### config.mk
export PLATFORM = sky130hd
export DESIGN_NAME = fir_tap_feeder
export DESIGN_NICKNAME = d
export VERILOG_FILES = /design/src/rtl/fir_pkg.sv /design/src/rtl/fir_delay_line.sv /design/src/rtl/fir_tap_feeder.sv
export SDC_FILE = /design/constraint.sdc
export NUM_CORES = 1
export LEC_CHECK = 0
export ABC_AREA = 1
export CORE_MARGIN = 1.5
export CORE_UTILIZATION = 40
export DETAILED_ROUTE_END_ITERATION = 10
export GPL_ROUTABILITY_DRIVEN = 1
export PLACE_DENSITY_LB_ADDON = 0.12
export SLEW_MARGIN = 30
export SYNTH_ARGS = -nofsm -noshare
export SYNTH_HDL_FRONTEND = slang
export SYNTH_SLANG_ARGS = --single-unit
### constraint.sdc
create_clock -name CLK -period 15.5 [get_ports CLK]
set_clock_uncertainty 0.05 [all_clocks]
set_input_delay 1.55 -clock CLK [delete_from_list [all_inputs] [get_ports CLK]]
set_output_delay 1.55 -clock CLK [all_outputs]
set_load 0.005 [all_outputs]
### src/rtl/fir_pkg.sv
// Shared definitions for the FIR datapath: controller state encoding and
// the default filter geometry used by both the tap feeder and the MAC unit.
package fir_pkg;

  typedef enum logic [1:0] {
    IDLE = 2'd0,
    LOAD = 2'd1,
    RUN  = 2'd2
  } fir_state_t;

  localparam int FIR_ORDER      = 8;
  localparam int FIR_DATA_WIDTH = 13;

endpackage

### src/rtl/fir_delay_line.sv
// Parameterised shift register holding the FIR tap window. Element 0 is
// the newest sample. Clear has priority over shift.
module fir_delay_line #(
  parameter int DEPTH      = 9,
  parameter int DATA_WIDTH = 13
) (
  input  logic                         clk,
  input  logic                         srst,
  input  logic                         shift_en,
  input  logic                         clear,
  input  logic signed [DATA_WIDTH-1:0] din,
  output logic signed [DATA_WIDTH-1:0] taps [0:DEPTH-1]
);

  logic signed [DATA_WIDTH-1:0] tap_reg [0:DEPTH-1];

  // Shift a new sample in at the head, or wipe the whole window.
  always_ff @(posedge clk) begin
    if (srst || clear) begin
      for (int i = 0; i < DEPTH; i++) tap_reg[i] <= '0;
    end else if (shift_en) begin
      tap_reg[0] <= din;
      for (int i = 1; i < DEPTH; i++) tap_reg[i] <= tap_reg[i-1];
    end
  end

  genvar gi;
  generate
    for (gi = 0; gi < DEPTH; gi++) begin : g_out
      assign taps[gi] = tap_reg[gi];
    end
  endgenerate

endmodule

### src/rtl/fir_tap_feeder.sv
// FIR front end: accepts samples into the tap window, loads coefficients
// into a shadow bank and commits them to H in a single cycle, and strobes
// TAP_V whenever a sample completes a full window.
module fir_tap_feeder
  import fir_pkg::*;
#(
  parameter int ORDER      = FIR_ORDER,
  parameter int DATA_WIDTH = FIR_DATA_WIDTH
) (
  input  logic                         CLK,
  input  logic                         RST,
  input  logic signed [DATA_WIDTH-1:0] DIN,
  input  logic                         VIN,
  output logic                         RDY,
  input  logic                         CFG_START,
  input  logic signed [DATA_WIDTH-1:0] COEF_DIN,
  input  logic                         COEF_V,
  output logic                         CFG_DONE,
  input  logic                         FLUSH,
  output logic signed [DATA_WIDTH-1:0] tp_w [0:ORDER],
  output logic signed [DATA_WIDTH-1:0] H    [0:ORDER],
  output logic                         TAP_V
);

  localparam int NTAPS  = ORDER + 1;
  localparam int IDX_W  = $clog2(ORDER + 1);
  localparam int FILL_W = $clog2(ORDER + 2);
  localparam logic [IDX_W-1:0]  IDX_LAST  = IDX_W'(ORDER);
  localparam logic [FILL_W-1:0] FILL_FULL = FILL_W'(NTAPS);

  fir_state_t                   state_reg;
  logic [IDX_W-1:0]             idx_reg;
  logic [FILL_W-1:0]            fill_reg;
  logic [FILL_W-1:0]            fill_next;
  logic signed [DATA_WIDTH-1:0] shadow_reg [0:ORDER];
  logic signed [DATA_WIDTH-1:0] h_reg      [0:ORDER];
  logic                         tap_v_reg;
  logic                         cfg_done_reg;

  logic accept;
  logic clear_taps;
  logic shift_en;
  logic coef_we;
  logic coef_last;

  // A CFG_START in the same cycle blocks the sample so reconfiguration
  // never races an in-flight accept.
  assign RDY        = (state_reg == RUN) && !CFG_START;
  assign accept     = VIN && RDY;
  assign clear_taps = CFG_START || FLUSH;
  assign shift_en   = accept && !clear_taps;
  assign coef_we    = (state_reg == LOAD) && !CFG_START && COEF_V;
  assign coef_last  = coef_we && (idx_reg == IDX_LAST);
  assign fill_next  = (fill_reg == FILL_FULL) ? fill_reg : fill_reg + 1'b1;

  // Controller: CFG_START always (re)enters LOAD; last coefficient enters RUN.
  always_ff @(posedge CLK) begin
    if (RST)            state_reg <= IDLE;
    else if (CFG_START) state_reg <= LOAD;
    else if (coef_last) state_reg <= RUN;
  end

  // Coefficient index: restarts on CFG_START, wraps after the commit.
  always_ff @(posedge CLK) begin
    if (RST || CFG_START) idx_reg <= '0;
    else if (coef_we)     idx_reg <= coef_last ? '0 : idx_reg + 1'b1;
  end

  // Shadow bank collects words one per cycle while loading.
  always_ff @(posedge CLK) begin
    if (RST) begin
      for (int i = 0; i < NTAPS; i++) shadow_reg[i] <= '0;
    end else if (coef_we) begin
      shadow_reg[idx_reg] <= COEF_DIN;
    end
  end

  // Committed bank: the final word bypasses the shadow so H updates on the
  // same edge as that word, with every element changing together.
  always_ff @(posedge CLK) begin
    if (RST) begin
      for (int i = 0; i < NTAPS; i++) h_reg[i] <= '0;
    end else if (coef_last) begin
      for (int i = 0; i < NTAPS; i++) h_reg[i] <= (i == ORDER) ? COEF_DIN : shadow_reg[i];
    end
  end

  // Fill count saturates at a full window and clears with the window.
  always_ff @(posedge CLK) begin
    if (RST || clear_taps) fill_reg <= '0;
    else if (shift_en)     fill_reg <= fill_next;
  end

  // Registered strobes: window-complete and bank-committed.
  always_ff @(posedge CLK) begin
    if (RST) begin
      tap_v_reg    <= 1'b0;
      cfg_done_reg <= 1'b0;
    end else begin
      tap_v_reg    <= shift_en && (fill_next == FILL_FULL);
      cfg_done_reg <= coef_last;
    end
  end

  assign TAP_V    = tap_v_reg;
  assign CFG_DONE = cfg_done_reg;

  genvar gi;
  generate
    for (gi = 0; gi < NTAPS; gi++) begin : g_h
      assign H[gi] = h_reg[gi];
    end
  endgenerate

  fir_delay_line #(
    .DEPTH      (NTAPS),
    .DATA_WIDTH (DATA_WIDTH)
  ) u_delay_line (
    .clk      (CLK),
    .srst     (RST),
    .shift_en (shift_en),
    .clear    (clear_taps),
    .din      (DIN),
    .taps     (tp_w)
  );

endmodule
# ---- Word level (Yosys, flattened, before mapping)
# Memories as Yosys holds them, arrays and structs flattened.
# Cells that the tools add are included.
dict set report classes {
  addsub 2
  eq_ne 5
  mux 38
  bitwise 18
  n_reduce_logical 15
}
# op n
set ops {}
lappend ops {{$mux 13} 19}
lappend ops {{$or 1x1->1} 18}
lappend ops {{$mux 1} 16}
lappend ops {{$reduce_or 13->1} 1}
lappend ops {{$eq 4x4->1 const B} 3}
lappend ops {{$mux 4} 3}
lappend ops {{$add 4x1->4 const B} 2}
lappend ops {{$logic_and 1x1->1} 7}
lappend ops {{$logic_or 1x1->1} 3}
lappend ops {{$eq 2x1->1 const B} 1}
lappend ops {{$eq 2x2->1 const B} 1}
lappend ops {{$logic_not 1->1} 2}
lappend ops {{$reduce_bool 2->1} 1}
lappend ops {{$reduce_or 2->1} 1}
dict set report totals {
  regBits 12
  ramBits 351
  in_bits 32
  out_inout_bits 237
  mem_count 3
}
# memory words word_bits read_ports rd_clocked_by_memory_dff wr line
set memory_table {}
lappend memory_table {h_reg 9 13 9 0 9 fir_tap_feeder.sv:36} ;# logic signed [DATA_WIDTH-1:0] h_reg [0:ORDER];
lappend memory_table {shadow_reg 9 13 8 0 9 fir_tap_feeder.sv:35} ;# logic signed [DATA_WIDTH-1:0] shadow_reg [0:ORDER];
lappend memory_table {u_delay_line.tap_reg 9 13 9 0 9 fir_delay_line.sv:15} ;# logic signed [DATA_WIDTH-1:0] tap_reg [0:DEPTH-1];

# ---- Logic depth before layout (Yosys ltp)
dict set report depth {
  ltp_word 8
  depth_mapped 8
  ltp_nobuf 7
}

# ---- By module
# A second synthesis with hierarchy kept.
dict set report unflattened {
  hier_cells 1068
  area_unflattened_um2 13334.0
}
# mod instances cells_each area_per_inst_um2 seq_area_each_um2
set by_module_without_submodules {}
lappend by_module_without_submodules {fir_tap_feeder 1 701 8841.0 6876.6}
lappend by_module_without_submodules {fir_delay_line 1 367 4493.1 3513.4}

# ---- Worst setup path before layout
# Ideal clock, no wire load.
dict set report synth_timing {
  path_kind {input to register}
  startpoint {input CFG_START}
  endpoint {memory u_delay_line.tap_reg[0][0], enable pin}
  setup_ps 758
  arrival_ps 10010
  path_slack_ps 4682
  cell_stages 3
  path_buffers 0
  path_cell_list {nor2_1 -> nand2_1 -> o21ai_0}
}
# item line
set synth_lines {}
lappend synth_lines {{start, declared} fir_tap_feeder.sv:15} ;# input logic CFG_START,
lappend synth_lines {{end, declared} fir_delay_line.sv:15}

# ---- Worst setup path after layout
dict set report layout_timing {
  startpoint {input CFG_START}
  endpoint {output RDY}
}
dict set report layout_between {
  elab_chain_len 2
}
# item line
set layout_rtl {}
lappend layout_rtl {{$logic_not 1->1} fir_tap_feeder.sv:48} ;# assign RDY = (state_reg == RUN) && !CFG_START;
lappend layout_rtl {{$logic_and 1x1->1} fir_tap_feeder.sv:48}
lappend layout_rtl {{end, declared} fir_tap_feeder.sv:14} ;# output logic RDY,
# Every way passes these cells.

==> impl_metrics.py <==
metrics = {
    "clocking": {
        "cts_tree": "done",
        "ctsRootBufferMaster": "sky130_fd_sc_hd__clkbuf_16",
        "clkLatencyLatePin_ns": 0.51,
        "cts.path.max_buffers": 3,
        "cts.reportedPaths.clkPinSlew_ns": 0.06,
        "cts_buffer_count": 38,
        "cts_max_level": 2,
        "cts-hold-fix-buffers": 0,
        "post_cts.repair.setup_buffers": 0,
        "post_cts_resized": 0,
        "sinks_on_the_clock_net": 350,
    },
    "final_layout": {
        "num-fill-cells": 2851,
        "antenna_cells_inserted": 0,
        "share_of_layout_cells_above_drive_strength_1_pct": 6.32,
        "stdcell_area_um2": 17600,
        "finish.net_count": 1385,
        "areaGrowthSynthToFinish_pct": 31.7,
    },
    "worst_hold_path": {
        "worstHoldEndpoint": "state_reg[0]$_SDFFE_PP0P_",
        "hp-start": "state_reg[0]$_SDFFE_PP0P_",
        "hold_path_class": "register to register",
        "holdPathStages": 2,
    },
    "timing": {
        "maxSlewViolCount": 0,
        "final-setup-viol-count": 0,
        "rsz0062_at_grt": "false",
        "hold_slack_ns": 0.446,
        "timing.setup.tns_ns": 0,
        "fmax_mhz": 224,
        "worst_slew_margin_rel_pct": 35.0,
        "hold_viol_final": 0,
        "timing_worst_slew_pin_value_ns": 0.975,
        "finalWorstPathRequiredPeriod_ns": 4.47,
        "post-route-worst-setup-slack_ns": 11.03,
        "timing.final.crit_share_pct": 28.9,
    },
    "routing": {
        "routed_length_on_met2_um": 14000,
        "dr_wl_met3_um": 1780,
        "drt-initial-drc-count": 618,
        "detail_route.wirelength.met1_um": 12600,
        "route.final.wire_length_um": 29100,
        "drc": 0,
        "detail_route.first_pass.iterations": 4,
        "routed_wire_length_per_instance_um": 16.0,
        "top_layer": "met4",
        "route.detailed.vias_per_inst": 4.31,
        "routed-via-count": 7832,
        "drt.antenna.violating_nets": 0,
    },
    "synth": {
        "netlist_instances": 1067,
        "synth-warning-count": 0,
        "total_of_flip_flops_plus_latches_after_synthesis": 350,
        "synth.avg_cell_area_um2": 12.5,
        "post_synth_design_cell_area_um2": 13400,
        "netlist-cell-type-count": 24,
        "synth_sequential_area_ratio_pct": 77.8,
        "syn_nets": 1105,
    },
    "worst_setup_path": {
        "worstSetupStartpointType": "input pin",
        "critPathArrivalTime_ns": 2.87,
        "critPathKind": "input pin to output port",
        "required_ns": 13.90,
        "reg2reg_to": "h_reg[0][35]$_SDFFCE_PN0P_",
        "r2r_setup_slack_ns": 12.70,
        "crit_fanout": 4,
        "timing.critical_path.to_type": "output port",
        "r2r-start": "idx_reg[0]$_SDFFE_PP0P_",
        "worst-r2r-cell-count": 7,
    },
    "power": {
        "cellLeakagePower_nw": 6.74,
        "post-layout-total-power_mw": 2.01,
        "power.ir.vdd_worst_mv": 0.0679,
        "power-per-cell-area_nw_per_um2": 114,
    },
    "global_routing": {
        "grt_antenna_before_repair": 0,
        "grt_start_max_net_pins": 105,
        "grt_overflow": 0,
        "groute.usage.overall_pct": 16.7,
        "grt_pass1_wl_um": 42700,
        "vias_in_the_first_global_route": 7381,
    },
    "status": {
        "outcome": "completed",
    },
    "placed_design": {
        "hpwlAfterDp_um": 18400,
        "dp_slack_ns": 11.03,
        "io_buffers": 268,
        "place_area_um2": 16500,
        "routabilityCongestion": 0.756,
    },
    "floorplan": {
        "die_area_um2": 34500,
        "die-height_um": 186,
        "core_region_area_um2": 32700,
        "initial_core_util_pct": 40.9,
        "design.portCount": 269,
        "std_cell_rows": 66,
        "dieWidth_um": 186,
    },
    "flow_run": {
        "maxCapViolations": 0,
    },
}
[through the flow]
stage          util [%]  std cells
2_1_floorplan         -       1067
3_3_place_gp       50.3       1749
3_5_place_dp       50.3       1749
4_1_cts            53.8       1818
5_1_grt            53.8       1818
6_report           53.8       1818
[worst max-delay path, cell delays in order]
cell	delay, ns
sky130_fd_sc_hd__clkdlybuf4s50_1	0.46
sky130_fd_sc_hd__nor2_1	0.12
sky130_fd_sc_hd__nand2_1	0.15
sky130_fd_sc_hd__inv_1	0.09
sky130_fd_sc_hd__clkdlybuf4s50_1	0.50
[cell families (layout without fill, tap and decap cells)]
kind of cell / after synthesis / in the layout / share of synthesized area [%]
compound gates: 6 / 6 / 0.225
xor+xnor: 1 / 1 / 0.0656
fa+ha+maj: 6 / 6 / 0.562
buf+inv: 287 / 596 / 8.67
flops: 350 / 350 / 77.8
simple gates: 417 / 417 / 12.7
[layer usage]
layer / GRT usage, % / vias up
met4: 5.39 / 0
li1: - / 3894
met2: 27.4 / 221
met1: 21.8 / 3667
met5: 0 / -
met3: 3.93 / 50
[cell usage in the layout, fill, tap and decap left out]
cell | synthesis | routed
sky130_fd_sc_hd__nand3_1 | 9 | 9
sky130_fd_sc_hd__dfxtp_1 | 12 | 12
sky130_fd_sc_hd__nor2_2 | 20 | 20
sky130_fd_sc_hd__clkinvlp_4 | 0 | 1
sky130_fd_sc_hd__nand4_1 | 5 | 5
sky130_fd_sc_hd__nor3_1 | 1 | 1
sky130_fd_sc_hd__nand2_1 | 38 | 37
sky130_fd_sc_hd__inv_2 | 3 | 3
sky130_fd_sc_hd__clkinv_1 | 13 | 21
sky130_fd_sc_hd__buf_6 | 7 | 2
sky130_fd_sc_hd__nor2_4 | 3 | 3
sky130_fd_sc_hd__clkbuf_8 | 0 | 1
sky130_fd_sc_hd__clkinv_2 | 0 | 3
sky130_fd_sc_hd__buf_4 | 2 | 3
sky130_fd_sc_hd__inv_1 | 238 | 238
sky130_fd_sc_hd__clkbuf_16 | 0 | 39
sky130_fd_sc_hd__clkdlybuf4s50_1 | 0 | 268
sky130_fd_sc_hd__edfxtp_1 | 338 | 338
sky130_fd_sc_hd__o21ai_4 | 0 | 1
sky130_fd_sc_hd__ha_1 | 6 | 6
sky130_fd_sc_hd__nand2_4 | 2 | 4
sky130_fd_sc_hd__nor2_1 | 333 | 333
sky130_fd_sc_hd__clkbuf_1 | 6 | 15
sky130_fd_sc_hd__nand2_2 | 4 | 3
sky130_fd_sc_hd__bufinv_16 | 0 | 1
sky130_fd_sc_hd__a21oi_1 | 1 | 1
sky130_fd_sc_hd__o21ai_0 | 5 | 4
sky130_fd_sc_hd__nand3_2 | 2 | 2
sky130_fd_sc_hd__xor2_1 | 1 | 1
sky130_fd_sc_hd__inv_6 | 0 | 1
[worst max path at each step]
stage               startpoint                                  endpoint  cells after the start
finish               CFG_START                                       RDY                      5
global route         CFG_START                                       RDY                      5
CTS                  CFG_START                                       RDY                      5
detailed placement   CFG_START                                       RDY                      5
global placement     CFG_START                                       RDY                      5
floorplan            CFG_START  u_delay_line.tap_reg[0][0]$_SDFFCE_PN0P_                      3
[cell type report]
cell class              count  area [um^2]  share of cell area [%]
clock inverters            14         91.3                   0.519
flip-flops and latches    350        10400                    59.0
repair buffers            273         2730                    15.5
inverters                 254          953                    5.42
multi-input cells         430         1840                    10.4
clock buffers              55         1050                    5.94
well taps                 442          553                    3.14
[synthesized netlist by cell type]
library cell,instances,area [um^2]
sky130_fd_sc_hd__edfxtp_1,338,10100
sky130_fd_sc_hd__nor2_2,20,125
sky130_fd_sc_hd__nor2_4,3,33.8
sky130_fd_sc_hd__ha_1,6,75.1
sky130_fd_sc_hd__dfxtp_1,12,240
sky130_fd_sc_hd__nand3_2,2,20.0
sky130_fd_sc_hd__inv_1,238,893
sky130_fd_sc_hd__buf_2,17,85.1
sky130_fd_sc_hd__nand2_1,38,143
sky130_fd_sc_hd__nor3_1,1,5.00
sky130_fd_sc_hd__buf_4,2,15.0
sky130_fd_sc_hd__nand2_4,2,22.5
sky130_fd_sc_hd__inv_2,3,11.3
sky130_fd_sc_hd__a21oi_1,1,5.00
sky130_fd_sc_hd__clkinv_1,13,48.8
sky130_fd_sc_hd__o21ai_0,5,25.0
sky130_fd_sc_hd__clkbuf_1,6,22.5
sky130_fd_sc_hd__nor2_1,333,1250
sky130_fd_sc_hd__xor2_1,1,8.76
sky130_fd_sc_hd__buf_1,1,3.75
sky130_fd_sc_hd__nand3_1,9,45.0
sky130_fd_sc_hd__nand2_2,4,25.0
sky130_fd_sc_hd__nand4_1,5,31.3
sky130_fd_sc_hd__buf_6,7,78.8
[power breakdown]
group	leakage [nW]	total [mW]	switching [mW]	internal, mW
logic	2.45	0.0956	0.0496	0.0460
registers	3.75	1.08	0.0121	1.06
clock network	0.549	0.835	0.350	0.485
total	6.74	2.01	0.411	1.60
Note: power is estimated with default switching activity, not from simulation.
